**config.mk**
```make
export PLATFORM = sky130hd
export DESIGN_NAME = pipe_skid_reg
export DESIGN_NICKNAME = d
export VERILOG_FILES = /design/src/rtl/pipe_skid_reg.sv
export SDC_FILE = /design/constraint.sdc
export NUM_CORES = 1
export LEC_CHECK = 0
export CAP_MARGIN = 40
export CORE_MARGIN = 5
export CORE_UTILIZATION = 49
export DETAILED_ROUTE_END_ITERATION = 10
export GPL_TIMING_DRIVEN = 0
export PLACE_DENSITY_LB_ADDON = 0.08
export SYNTH_ARGS = -nofsm -noshare
export SYNTH_HDL_FRONTEND = slang
export SYNTH_SLANG_ARGS = --single-unit
```
**constraint.sdc**
```tcl
create_clock -name clk -period 2.2 [get_ports clk]
set_input_delay 0.22 -clock clk [delete_from_list [all_inputs] [get_ports clk]]
set_output_delay 0.22 -clock clk [all_outputs]
set_load 0.02 [all_outputs]
```
**src/rtl/pipe_skid_reg.sv**
```systemverilog
// ============================================================================
// Module   : pipe_skid_reg
// Brief    : Two-entry registered valid/ready pipeline stage (main + skid
//            register); in_ready, out_valid and out_data all come from flops.
//            Define PIPE_SKID_FLUSH_EN to add a synchronous flush input.
// Revision : 1.0 - initial release
// ============================================================================
`default_nettype none

module pipe_skid_reg #(
   parameter int WIDTH = 16
) (
   input  logic             clk,
   input  logic             rst_n,
`ifdef PIPE_SKID_FLUSH_EN
   input  logic             flush,
`endif
   input  logic             in_valid,
   output logic             in_ready,
   input  logic [WIDTH-1:0] in_data,
   output logic             out_valid,
   input  logic             out_ready,
   output logic [WIDTH-1:0] out_data,
   output logic [1:0]       occupancy
);

   typedef enum logic [1:0] {
      EMPTY = 2'd0,
      BUSY  = 2'd1,
      FULL  = 2'd2
   } state_t;

   state_t            state_q, state_d;
   logic [WIDTH-1:0]  main_q, main_d;
   logic [WIDTH-1:0]  skid_q, skid_d;
   logic              in_ready_q, in_ready_d;
   logic              out_valid_q, out_valid_d;
   logic              accept;
   logic              pop;

   assign accept = in_valid & in_ready_q;
   assign pop    = out_valid_q & out_ready;

   always_comb begin
      state_d = state_q;
      main_d  = main_q;
      skid_d  = skid_q;

      case (state_q)
         EMPTY: begin
            if (accept) begin
               state_d = BUSY;
               main_d  = in_data;
            end
         end
         BUSY: begin
            if (accept && !pop) begin
               state_d = FULL;
               skid_d  = in_data;
            end else if (pop && !accept) begin
               state_d = EMPTY;
            end else if (accept && pop) begin
               main_d  = in_data;
            end
         end
         FULL: begin
            if (pop) begin
               state_d = BUSY;
               main_d  = skid_q;
            end
         end
         default: state_d = EMPTY;
      endcase

`ifdef PIPE_SKID_FLUSH_EN
      // Flush wins over any handshake; the head word stays visible but invalid.
      if (flush) begin
         state_d = EMPTY;
         main_d  = main_q;
         skid_d  = skid_q;
      end
`endif

      in_ready_d  = (state_d != FULL);
      out_valid_d = (state_d != EMPTY);
   end

   always_ff @(posedge clk or negedge rst_n) begin
      if (!rst_n) begin
         state_q     <= EMPTY;
         main_q      <= '0;
         skid_q      <= '0;
         in_ready_q  <= 1'b1;
         out_valid_q <= 1'b0;
      end else begin
         state_q     <= state_d;
         main_q      <= main_d;
         skid_q      <= skid_d;
         in_ready_q  <= in_ready_d;
         out_valid_q <= out_valid_d;
      end
   end

   assign in_ready  = in_ready_q;
   assign out_valid = out_valid_q;
   assign out_data  = main_q;
   assign occupancy = state_q;

endmodule

`default_nettype wire

```
==> key figures <==
CTS
  – H-tree levels: 2
  – Clock Latency Late Sink: 0.33 ns
  – Post_cts resized: 0
  – Cts hold-fix bufs: 1
  – Root buffer cell: clkbuf_4
  – CTS Buf Count: 5
  – Reg clk slew, reported paths: 0.10 ns
  – Clock tree buffer depth: 2
  – CTS tree: done
  – Post-CTS Setup Bufs: 0
  – Number of clock sinks: 36

Power
  – Part of the power in registers: 39.5%
  – Int Pwr: 0.002032 W
  – Overall Power: 0.003076 W
  – Combinational share of power: 49.7%
  – Psw: 0.001044 W
  – Sw frac: 33.95%
  – Clk pwr share: 10.8%
  – P per Cell Area: 1407 nW/um2
  – Max VDD drop: 0.0006410 V
  – Lkg Pwr: 0.9160 nW

Detailed routing
  – DRT antenna net count: 0
  – Routed WL: 3274 um
  – DRC violations left: 0
  – WL per Instance: 16.45 um
  – Drt via density: 5.126
  – Starting DRC count in detailed routing: 41
  – Vias: 1,020
  – Pre-Repair DR Iteration Count: 3

GRT
  – Number of global-route vias before repair: 1,159
  – First-pass GRT wire length: 5409 um
  – Total track usage: 16.14%
  – Largest net degree at the start of global routing: 37
  – Total grt overflow: 0
  – Initial antenna violation count: 0

Finish
  – Final instance area: 2186 um2
  – Ant. Diodes: 0
  – Area delta synth->final: 29.79%
  – Fin nets: 172
  – Fillers: 260
  – Layout cells sized above 1: 41.83%

Floorplan
  – Die span in x: 68.63 um
  – Core Rows: 21
  – Core Area: 3337 um2
  – Chip Height: 68.63 um
  – Die area: 4709 um2
  – Starting density of the core: 50.47%
  – I/O pin count: 40

Worst setup path
  – Crit Path Class: register to register
  – Crit path max fanout: 10
  – Worst Setup End Kind: register
  – Req. time, crit path: 2.42 ns
  – Setup crit start kind: register
  – Crit path DAT: 2.06 ns

Min path
  – Min-delay worst type: primary input to asynchronous set/reset pin

Synthesis
  – Seq/Total Area, Yosys: 53.57%
  – Main synth FF type: dfrtp_1
  – Post-synthesis register bit count: 36
  – Cell taking the most area after synthesis: dfrtp_1
  – Synth cell count leaders: 37 x mux2_2, 35 x dfrtp_1, 10 x mux2_4
  – Synth Net Count: 125
  – Syn Inst Count: 105
  – Post-synth EDFFs: 0
  – Post-synthesis cell type count: 20
  – Area share of the largest cell type after synthesis: 52.01%
  – Syn avg cell area: 16.04 um2
  – Synth area leaders: dfrtp_1 52%, mux2_2 25%, mux2_4 8.9%, buf_6 2.0%, o32ai_4 1.6%
  – Async set or reset register ratio after synthesis: 100.0%
  – Synthesized area: 1684 um2
  – Top-count cell post-synth: mux2_2
  – Yosys warns: 0

Timing
  – Tcrit/Tclk final: 83.37%
  – RSZ-0062 raised after global routing: no
  – Slew headroom: 47.47%
  – Fin. Hold Viols: 0
  – Slew Limit Fails: 0
  – Fin Clk Skew: 0.005450 ns
  – Worst slew pin tran: 0.7879 ns
  – Minimum clock period: 1.834 ns
  – Fin Setup TNS: 0 ns
  – Hold_ws: 0.4847 ns
  – Maximum clock rate: 0.5452 GHz
  – Final setup viols: 0

Place
  – Port Buffers: 39
  – HPWL Detailed: 2375 um
  – GP Congestion: 0.7612
  – Post-Place Cell Area: 2127 um2

Job
  – Number of max-cap violations: 0

Run status
  – Status: complete, no violations
-- per-layer routing --
layer | vias to the layer above | global-route usage [%] | share of wire [%]
li1 | 474 | - | -
met1 | 510 | 18.21 | 42
met2 | 29 | 27.65 | 51
met3 | 7 | 5.835 | 6.0
met4 | 0 | 6.203 | 1.5
met5 | - | 0 | 0
-- path summary, 6_finish.rpt --
check | startpoint | end | slack [ns] | cells past startpoint
min | rst_n | occupancy[0] | 0.48 | 2
max reg2reg | in_ready | out_data[12] | 0.37 | 4
min in group clk | skid_q[12] | skid_q[12] | 0.51 | 1
min reg2reg | skid_q[12] | skid_q[12] | 0.51 | 1
max in group asynchronous | rst_n | out_data[0] | 1.21 | 2
max | in_ready | out_data[12] | 0.37 | 4
-- layout make-up --
type / count / area (um2) / share of cell area (%)
buffer: 4 / 53.80 / 2.461
clock buffer: 8 / 48.80 / 2.232
multi-input combinational: 65 / 728.2 / 33.31
sequential: 36 / 902.1 / 41.27
tap: 46 / 57.56 / 2.633
timing repair buffer: 40 / 395.4 / 18.09
-- kinds of logic (layout without fill, tap and decap cells) --
family / count (synthesis) / in the layout / share of synthesized area, %
AO/OA/AOI/OAI: 10 / 10 / 5.498
buffers and inverters: 4 / 52 / 3.195
flip-flops: 36 / 36 / 53.57
multiplexers: 48 / 48 / 34.32
AND/OR/NAND/NOR: 7 / 7 / 3.418
-- worst max-delay path: stages, from the launching register on --
cell,delay [ns]
dfstp_2,0.57
nand2_1,0.10
o32ai_4,0.51
buf_12,0.22
mux2_4,0.31
-- power by group through the flow --
| stage | logic, W | registers (W) | clock network, W |
|---|---|---|---|
| global placement | 0.00150 | 0.00119 | 0 |
| finish | 0.00153 | 0.00121 | 0.000332 |
| detailed placement | 0.00155 | 0.00123 | 0 |
| global route | 0.00163 | 0.00126 | 0.000367 |
| CTS | 0.00156 | 0.00122 | 0.000345 |
| floorplan | 0.000784 | 0.00140 | 0 |
-- metrics by stage --
stage / util (%) / std cells / setup WS, ns
after floorplan: - / 105 / 0.4682
after global placement: 63.89 / 190 / 0.1330
after detailed placement: 63.74 / 190 / 0.09553
after CTS: 65.50 / 199 / 0.3507
after global routing: 65.50 / 199 / 0.2645
final: 65.50 / 199 / 0.3659
-- layout by cell type, fill, tap and decap left out --
cell and instances:
a21boi_4 1, a21o_2 1, a21oi_1 4, a31oi_1 1, and3b_1 1, and4_2 1
buf_12 1, buf_2 1, buf_6 3, clkbuf_1 3, clkbuf_4 5, clkdlybuf4s50_1 38
dfrtp_1 35, dfstp_2 1, dlygate4sd3_1 1, mux2_1 1, mux2_2 37, mux2_4 10
nand2_1 2, nand2_4 1, nand2b_1 1, nor2b_4 1, o21ai_0 1, o22ai_1 1
o32ai_4 1
-- registers in the layout, summed over array words and instances, names as in the netlist --
| name | cells |
|---|---|
| out_data | 16 |
| skid_q | 16 |
| occupancy | 2 |
| in_ready | 1 |
| out_valid | 1 |
Power figures use the tool's default switching activity.
